===== src/rtl/apu_pkg.sv =====
// Shared NES APU definitions: register map, length-counter load table and the
// triangle sequencer waveform.
package apu_pkg;

  typedef enum logic [1:0] {
    REG_LINEAR   = 2'd0,  // $4008
    REG_UNUSED   = 2'd1,  // $4009
    REG_TIMER_LO = 2'd2,  // $400A
    REG_TIMER_HI = 2'd3   // $400B
  } tri_reg_e;

  localparam int TIMER_W = 11;
  localparam int LIN_W   = 7;
  localparam int LEN_W   = 8;
  localparam int STEP_W  = 5;

  // LEN_TABLE: length-counter load values indexed by $400B[7:3].
  function automatic logic [LEN_W-1:0] len_lookup(input logic [4:0] idx);
    logic [LEN_W-1:0] val;
    unique case (idx)
      5'd0:  val = 8'd10;
      5'd1:  val = 8'd254;
      5'd2:  val = 8'd20;
      5'd3:  val = 8'd2;
      5'd4:  val = 8'd40;
      5'd5:  val = 8'd4;
      5'd6:  val = 8'd80;
      5'd7:  val = 8'd6;
      5'd8:  val = 8'd160;
      5'd9:  val = 8'd8;
      5'd10: val = 8'd60;
      5'd11: val = 8'd10;
      5'd12: val = 8'd14;
      5'd13: val = 8'd12;
      5'd14: val = 8'd26;
      5'd15: val = 8'd14;
      5'd16: val = 8'd12;
      5'd17: val = 8'd16;
      5'd18: val = 8'd24;
      5'd19: val = 8'd18;
      5'd20: val = 8'd48;
      5'd21: val = 8'd20;
      5'd22: val = 8'd96;
      5'd23: val = 8'd22;
      5'd24: val = 8'd192;
      5'd25: val = 8'd24;
      5'd26: val = 8'd72;
      5'd27: val = 8'd26;
      5'd28: val = 8'd16;
      5'd29: val = 8'd28;
      5'd30: val = 8'd32;
      default: val = 8'd30;
    endcase
    return val;
  endfunction

  // SEQ_TABLE: 15,14..1,0,0,1..14,15. The falling half is the bitwise
  // complement of the step, the rising half is the step's low nibble.
  function automatic logic [3:0] seq_lookup(input logic [STEP_W-1:0] step);
    return step[4] ? step[3:0] : ~step[3:0];
  endfunction

endpackage


===== src/rtl/apu_length_counter.sv =====
// Length counter shared by the pulse, triangle and noise channels: table load,
// half-frame decrement unless halted, forced to zero while the channel is off.
module apu_length_counter
  import apu_pkg::*;
(
  input  logic             clk,
  input  logic             rst_l,
  input  logic             load,
  input  logic [LEN_W-1:0] load_val,
  input  logic             halt,
  input  logic             enable,
  input  logic             half_frame,
  output logic             active
);

  logic [LEN_W-1:0] count;

  // Disable beats a load, and a load beats a coincident half-frame clock.
  always_ff @(posedge clk or negedge rst_l) begin
    if (!rst_l) begin
      count <= '0;
    end else if (!enable) begin
      count <= '0;
    end else if (load) begin
      count <= load_val;
    end else if (half_frame && !halt && (count != '0)) begin
      count <= count - 8'd1;
    end
  end

  assign active = (count != '0);

endmodule


===== src/rtl/apu_triangle.sv =====
// NES APU triangle channel: register file, 11-bit timer, linear counter,
// shared length counter and the 32-step triangle sequencer.
module apu_triangle
  import apu_pkg::*;
(
  input  logic       clk,
  input  logic       rst_l,
  input  logic       cpu_cyc_en,
  input  logic       quarter_frame,
  input  logic       half_frame,
  input  logic       reg_we,
  input  logic [1:0] reg_addr,
  input  logic [7:0] reg_wdata,
  input  logic       chan_en,
  output logic [3:0] tri_out,
  output logic       len_active
);

  tri_reg_e reg_sel;
  logic     wr_linear;
  logic     wr_timer_lo;
  logic     wr_timer_hi;

  logic               control_flag;
  logic [LIN_W-1:0]   lin_reload_val;
  logic               lin_reload_flag;
  logic [LIN_W-1:0]   lin_cnt;
  logic [TIMER_W-1:0] period;
  logic [TIMER_W-1:0] timer;
  logic [STEP_W-1:0]  step;
  logic               timer_expire;
  logic               seq_advance;

  assign reg_sel     = tri_reg_e'(reg_addr);
  assign wr_linear   = reg_we && (reg_sel == REG_LINEAR);
  assign wr_timer_lo = reg_we && (reg_sel == REG_TIMER_LO);
  assign wr_timer_hi = reg_we && (reg_sel == REG_TIMER_HI);

  always_ff @(posedge clk or negedge rst_l) begin
    if (!rst_l) begin
      control_flag   <= 1'b0;
      lin_reload_val <= '0;
    end else if (wr_linear) begin
      control_flag   <= reg_wdata[7];
      lin_reload_val <= reg_wdata[6:0];
    end
  end

  always_ff @(posedge clk or negedge rst_l) begin
    if (!rst_l) begin
      period <= '0;
    end else begin
      if (wr_timer_lo) period[7:0]  <= reg_wdata;
      if (wr_timer_hi) period[10:8] <= reg_wdata[2:0];
    end
  end

  // A $400B write landing on a quarter-frame sets the flag after this
  // quarter-frame has already used the old value.
  always_ff @(posedge clk or negedge rst_l) begin
    if (!rst_l) begin
      lin_reload_flag <= 1'b0;
    end else if (wr_timer_hi) begin
      lin_reload_flag <= 1'b1;
    end else if (quarter_frame && !control_flag) begin
      lin_reload_flag <= 1'b0;
    end
  end

  always_ff @(posedge clk or negedge rst_l) begin
    if (!rst_l) begin
      lin_cnt <= '0;
    end else if (quarter_frame) begin
      if (lin_reload_flag) begin
        lin_cnt <= lin_reload_val;
      end else if (lin_cnt != '0) begin
        lin_cnt <= lin_cnt - 7'd1;
      end
    end
  end

  apu_length_counter u_len (
    .clk        (clk),
    .rst_l      (rst_l),
    .load       (wr_timer_hi),
    .load_val   (len_lookup(reg_wdata[7:3])),
    .halt       (control_flag),
    .enable     (chan_en),
    .half_frame (half_frame),
    .active     (len_active)
  );

  // ---- timer stage: reload on zero, sequencer clocked on the reload ----
  assign timer_expire = cpu_cyc_en && (timer == '0);
  assign seq_advance  = timer_expire && (lin_cnt != '0) && len_active;

  always_ff @(posedge clk or negedge rst_l) begin
    if (!rst_l) begin
      timer <= '0;
    end else if (cpu_cyc_en) begin
      if (timer == '0) begin
        timer <= period;
      end else begin
        timer <= timer - 11'd1;
      end
    end
  end

  // ---- sequencer stage: no ultrasonic mute, low periods play as-is ----
  always_ff @(posedge clk or negedge rst_l) begin
    if (!rst_l) begin
      step <= '0;
    end else if (seq_advance) begin
      step <= step + 5'd1;
    end
  end

  assign tri_out = seq_lookup(step);

endmodule


===== config.mk =====
export PLATFORM = sky130hd
export DESIGN_NAME = apu_triangle
export DESIGN_NICKNAME = d
export VERILOG_FILES = /design/src/rtl/apu_pkg.sv /design/src/rtl/apu_length_counter.sv /design/src/rtl/apu_triangle.sv
export SDC_FILE = /design/constraint.sdc
export NUM_CORES = 1
export LEC_CHECK = 0
export BUFFER_PORTS_ARGS = -buffer_cell sky130_fd_sc_hd__buf_2
export CAP_MARGIN = 20
export CORE_ASPECT_RATIO = 0.5
export CORE_MARGIN = 2
export CORE_UTILIZATION = 35
export DETAILED_ROUTE_END_ITERATION = 8
export PLACE_DENSITY_LB_ADDON = 0.05
export REMOVE_ABC_BUFFERS = 1
export SLEW_MARGIN = 20
export SYNTH_ARGS = -nofsm -noshare
export SYNTH_HDL_FRONTEND = slang
export SYNTH_SLANG_ARGS = --single-unit

===== constraint.sdc =====
create_clock -name clk -period 4.2 [get_ports clk]
set_clock_uncertainty 0.15 [all_clocks]
set_input_delay 0.42 -clock clk [delete_from_list [all_inputs] [get_ports clk]]
set_output_delay 0.42 -clock clk [all_outputs]
set_load 0.01 [all_outputs]

* Word level (Yosys, flattened, before mapping)
Memories as Yosys holds them, arrays and structs flattened.
Cells that the tools add are included.
** Storage, ports and cells
- Flip-flop bits (word level) :: 51
- Memory bits (read-only) :: 224
- Word-level logic and storage cells :: 44
- Memories :: 1
** Operators by class
- Add/subtract/negate cells :: 4
- Equal/unequal tests :: 3
- Multiplexer cells :: 9
- Bitwise gates (word level) :: 1
- Reductions and logical operators :: 17
** Memories
- (name not given) :: words 32, width 7, read ports 1, clocked after Yosys merged registers in 0, write ports 0, RTL line apu_pkg.sv:20 : unique case (idx)
** Operator list (number)
- $mux 8 :: 3
- $mux 7 :: 2
- $logic_not 11->1 :: 1
- $mux 11 :: 1
- $sub 11x1->11 const B :: 1
- $logic_and 1x1->1 :: 9
- $reduce_bool 8->1 :: 1
- $sub 8x1->8 const B :: 1
- $reduce_bool 7->1 :: 1
- $sub 7x1->7 const B :: 1
- $add 5x1->5 const B :: 1
- $eq 2x2->1 const B :: 2
- $mux 4 :: 1
- $not 4->4 :: 1
- $reduce_bool 2->1 :: 2
- $ne 3x1->1 const B :: 1
- $logic_not 2->1 :: 1
- $mux 1 :: 2
- $reduce_and 2->1 :: 1
- $logic_not 1->1 :: 1

* Depth between registers and ports, before layout
- Word-level depth :: 6
- Mapped depth :: 6
- Mapped depth without buffers :: 6

* Cells and area by module
A second synthesis with hierarchy kept.
** Second synthesis, totals
- Cells, all modules :: 327
- Area, all modules :: 3118.0 um2
** By module, submodules not included
- apu_triangle :: instances 1, cells each 266, area an instance 2591.2 um2, seq. area each 1076.0 um2
- apu_length_counter :: instances 1, cells each 61, area an instance 526.8 um2, seq. area each 200.2 um2

* Worst setup path after synthesis
OpenSTA, ideal clock, no wires.
- Path type :: flip-flop to flip-flop
- Start point :: reg timer[0]
- End point :: reg timer[6]
- Arrival :: 1771 ps
- Data required time :: 3984 ps
- Setup slack :: 2213 ps
- Stages on the path, launching flop included :: 7
- Buffers on the path :: 0
- Period minus slack after synthesis :: 1987 ps
- Cells stage by stage :: dfrtp_1 > inv_1 > ha_1 > or4b_1 > or2_2 > nor3_1 > a221o_1
** On the way
- Cells in the longest elaborated chain, start to end :: 2
** Ends and longest elaborated chain
- start: declaration :: RTL line apu_triangle.sv:29 : logic [TIMER_W-1:0] timer;
- start signal: assignment :: RTL line apu_triangle.sv:102 : timer <= period;
- start signal: assignment :: RTL line apu_triangle.sv:104 : timer <= timer - 11'd1;
- $sub 11x1->11 / $logic_not 11->1 (equally long branches) :: RTL line apu_triangle.sv:104, apu_triangle.sv:101
- $mux 11 * :: RTL line apu_triangle.sv:101 : if (timer == '0) begin
Every way passes the cells marked *; elsewhere a longest branch is shown, timed or not.
A chain may end at the register's enable or synchronous reset.

* Worst setup path after layout
- Start point :: reg u_len.count[0]
- End point :: out len_active
** On the way
- Cells in the longest elaborated chain, start to end :: 1
** Ends and longest elaborated chain
- start: declaration :: RTL line apu_length_counter.sv:16 : logic [LEN_W-1:0] count;
- start signal: assignment :: RTL line apu_length_counter.sv:25 : count <= load_val;
- start signal: assignment :: RTL line apu_length_counter.sv:27 : count <= count - 8'd1;
- $reduce_bool 8->1 :: RTL line apu_length_counter.sv:31 : assign active = (count != '0);
- end: declaration :: RTL line apu_triangle.sv:16 : output logic len_active
Every way passes these cells.

==> impl.org <==
** Worst setup path
- Reg2Reg Capture Point :: timer[6]
- Counting buffers and inverters, the worst setup path is 6 cells deep.
- Largest incremental delay on the critical path :: 410 ps
- Category of the critical setup timing path :: reg2out
- Depth of the worst register-to-register path :: 6
- The worst setup path is captured at an output pin.
- Reg-to-reg critical path startpoint :: timer[0]
- The cell family contributing the most delay on the critical path is simple AND/OR/NAND/NOR gates.
- The cell that appears most often on the critical path is inv_1.
- Of all nets on the critical path, the largest fanout is 6.
- Critical-path top delay cell :: dfrtp_1
- Setup slack, reg-to-reg :: around 2000 ps
- CP Data Required Time :: around 3600 ps
- Together, buffers and inverters on the worst path number 3.
- Series of cell instances along the critical path :: inv_1, ha_1, nor3b_2, and2_1, inv_1, buf_2
- Arrival time of the worst setup path :: between 1500 and 2000 ps
- STA classifies the critical path startpoint as a flop.

** Synthesis
- Count of flip-flops with a built-in enable after synthesis :: 0
- Top post-synthesis cells by count :: 51 x dfrtp_1, 28 x nand2_1, 22 x o21ai_0
- Mapped Area :: 3120 um^2
- Area fraction of the dominant cell type after synthesis :: between 40% and 50%
- The most used flip-flop cell after synthesis is dfrtp_1.
- The most common cell in the synthesized netlist is dfrtp_1.
- Share of flip-flops with an asynchronous set or reset :: 100.0%
- Synthesis produced 317 cells.
- Leading cell types by total area after synthesis :: dfrtp_1 41%, mux2_2 5.4%, ha_1 5.2%, o21ai_0 3.5%, nand2_1 3.4%
- dfrtp_1 takes more of the synthesized area than any other cell.
- Total of warnings raised by yosys :: 0
- Synthesis inferred 51 register bits.
- For this run, the register share of the synthesized area comes to 40.90%.
- Synthesis instantiated 60 different standard cells from the library.
- Syn Area/Cell :: 9.844 um^2

** STA
- Final worst hold slack :: slightly below 100 ps
- Pins Over Slew Limit :: 0
- At the pin with the least slew margin, the transition time is 693.4 ps.
- Setup violations remaining at the end of the flow were counted as 0.
- Post-Route Setup TNS :: 0 ps
- Worst Slack Setup Final :: 1699 ps
- The worst path needs 2501 ps of the cycle, external delays included.
- Derived from the worst setup path, the maximum achievable clock frequency is 0.3999 GHz.
- The worst path uses between 50 and 60% of the clock period.
- Setup repair after global routing left no endpoint under its margin.
- Max transition margin :: 53.57%
- The number of failing hold endpoints at the final stage is 0.

** Clocking
- TritonCTS built the clock tree.
- Clock Tree Root :: clkbuf_16
- Post-cts hold buffer count :: 0
- The number of gates resized after CTS was 0.
- Clock transition at the register clock pins on the worst setup and hold paths after CTS :: about 70 ps
- Total clock buffers created by CTS :: 5
- Setup repair bufs after CTS :: 0
- The H-tree generated during clock tree synthesis spans 2 levels.
- The clock passes through at most 2 buffers.
- At the later pin of the worst-skew pair, clock insertion delay measures 290 ps.
- The clock net in this run drives a total of a little over 50 sinks.

** Global routing
- The first global-routing pass estimated 12.07 mm of wire.
- Largest net degree at the start of global routing :: between 50 and 60
- The number of antenna violations at the first check in global routing is 0.
- Total congestion overflow :: 0
- The via count of the first global-routing pass is 2,348.
- Global routing consumed, over all layers together, 15.85% of the routing resources.

** Floorplanning
- For this configuration, the core starts out at a cell density of 35.96%.
- DIE AREA :: 9733 um^2
- The floorplan has 24 rows.
- The die is 70.77 um tall.
- I/O pins :: 22
- The floorplan step set the die width to between 100 and 150 um.
- Core region area :: approximately 8700 um^2

** Finish
- The finished layout holds 448 standard cells, fillers aside.
- 0 antenna diodes ended up in the layout.
- Cells with a size suffix above 1 make up 18.13% of the layout.
- The net count of the finished layout is approximately 360.
- After filler insertion, the fill cell instance count of the layout stands at 835.
- The area growth from synthesis to layout is 11.35%.

** Place
- Including well taps, the total number of placed cells is about 440.
- OpenSTA, run right after detailed placement, puts the worst setup slack at 2028 ps.
- Routability Congestion :: roughly 0.77
- Buffers on Ports :: 21
- Once detailed placement completed, the half-perimeter wirelength came to just over 5 mm.

** Drt
- Number of vias per cell after detailed routing :: 5.417
- Dividing the detail-routed wire length by the instance count gives about 16 um.
- After detailed routing, the number of remaining DRC violations is 0.
- In this run, the number of DRC markers left after iteration 0 of detailed routing was between 100 and 150.
- Iteration count of the initial detailed-routing pass :: 4
- After detailed routing, the total wire length is 7.073 mm.
- The count of nets left with antenna violations once routing finished came out at 0.
- Detailed routing inserted a total of 2,427 vias.

** Pwr
- Power spread over the standard cell area amounts to 505.5 nW/um^2.
- Total design power :: 1.756 mW
- Leakage power summed over all cells :: 1.479 nW
- IR drop worst, VDD :: 0.1823 mV

** Min path
- The tightest min-delay check is of the in2async type.

** Flow run
- # Max-Cap Violations :: 0

** Status
- The flow ran to the end, and the final reports show no timing, DRC or antenna violations.
-- metrics by stage --
step,cell area [um^2],util (%)
2_1_floorplan,3057,-
3_3_place_gp,3316,38.21
3_5_place_dp,3316,38.21
4_1_cts,3475,40.04
5_1_grt,3475,40.04
6_report,3475,40.04
-- where the power goes --
group	leakage [nW]	switching [mW]	internal [mW]
Combinational	0.765	0.290	0.242
Clock	0.0769	0.177	0.278
Sequential	0.638	0.150	0.618
-- worst max path at each step --
stage,end,startpoint,slack [ps]
floorplan,timer[6],timer[0],2210
global placement,len_active,u_len.count[0],2020
detailed placement,len_active,u_len.count[0],2030
CTS,len_active,u_len.count[0],1690
global route,len_active,u_len.count[0],1570
finish,len_active,u_len.count[0],1700
-- cells by family (layout without fill, tap and decap cells) --
group | count (synthesis) | after routing | synth area share (%)
DFF | 51 | 51 | 40.90
xor gates and xnor gates | 11 | 11 | 3.087
adders and majority gates | 13 | 13 | 5.213
and+or+nand+nor | 111 | 111 | 21.37
AOI/OAI and AO/OA | 78 | 78 | 18.16
muxes | 18 | 18 | 6.816
buffers and inverters | 35 | 49 | 4.451
-- worst register-to-register path: stages (launching register included) --
cell and delay, ps:
dfrtp_1 420, inv_1 150, ha_1 300, or4b_1 480, or2_2 300, nor3_1 170, a221o_1 160
-- final cells by class --
cell class | count | area (um^2) | share of cell area, %
multi-input combinational | 231 | 1705 | 49.08
sequential | 51 | 1276 | 36.73
inverter | 20 | 75.07 | 2.161
clock inverter | 1 | 30.03 | 0.8642
clock buffer | 6 | 128.9 | 3.709
timing repair buffer | 22 | 112.6 | 3.241
tap | 117 | 146.4 | 4.213
-- metal layers --
metal  part of all wire [%]  vias up  global-route usage, %
met3                    4.4        8                  3.513
li1                       -     1203                      -
met2                     42       55                  22.39
met4                   0.88        0                  3.436
met1                     53     1161                  24.58
met5                      0        -                      0
-- placed cells by master, fill, tap and decap left out, types with 2 or more instances in the layout --
| master | Yosys | routed |
|---|---|---|
| and4_1 | 5 | 5 |
| a221o_1 | 2 | 2 |
| nand4_1 | 3 | 3 |
| mux2_2 | 15 | 15 |
| nor3b_2 | 2 | 2 |
| a2bb2oi_1 | 2 | 2 |
| a31oi_1 | 2 | 2 |
| xor2_1 | 4 | 4 |
| inv_1 | 20 | 20 |
| a21oi_1 | 11 | 11 |
| nor3_4 | 2 | 2 |
| nor3_1 | 7 | 7 |
| or2_2 | 3 | 3 |
| ha_1 | 13 | 13 |
| nor4_1 | 7 | 7 |
| nor4_4 | 2 | 2 |
| dfrtp_1 | 51 | 51 |
| a211oi_1 | 4 | 4 |
| or3_1 | 5 | 5 |
| nand3b_1 | 3 | 3 |
| o211ai_1 | 3 | 3 |
| a2111oi_0 | 2 | 2 |
| and2_1 | 2 | 2 |
| a221oi_1 | 3 | 3 |
| nor2_1 | 13 | 13 |
| buf_2 | 0 | 21 |
| nand2b_1 | 3 | 3 |
| a22oi_1 | 5 | 5 |
| nand2_1 | 28 | 28 |
| o31ai_1 | 2 | 2 |
| xnor2_1 | 7 | 7 |
| nor2b_1 | 5 | 5 |
| clkbuf_16 | 0 | 5 |
| and3_1 | 3 | 3 |
| nand3_1 | 14 | 14 |
| a211o_1 | 2 | 2 |
| o21ai_0 | 22 | 22 |
| o32ai_1 | 2 | 2 |
| o311ai_0 | 2 | 2 |
-- state kept, by name, indices dropped and copies added, names as in the netlist --
signal and flops:
control_flag 1, lin_cnt 7, lin_reload_flag 1, lin_reload_val 7, period 11, step 5, timer 11, u_len.count 8
Power figures use the tool's default switching activity.
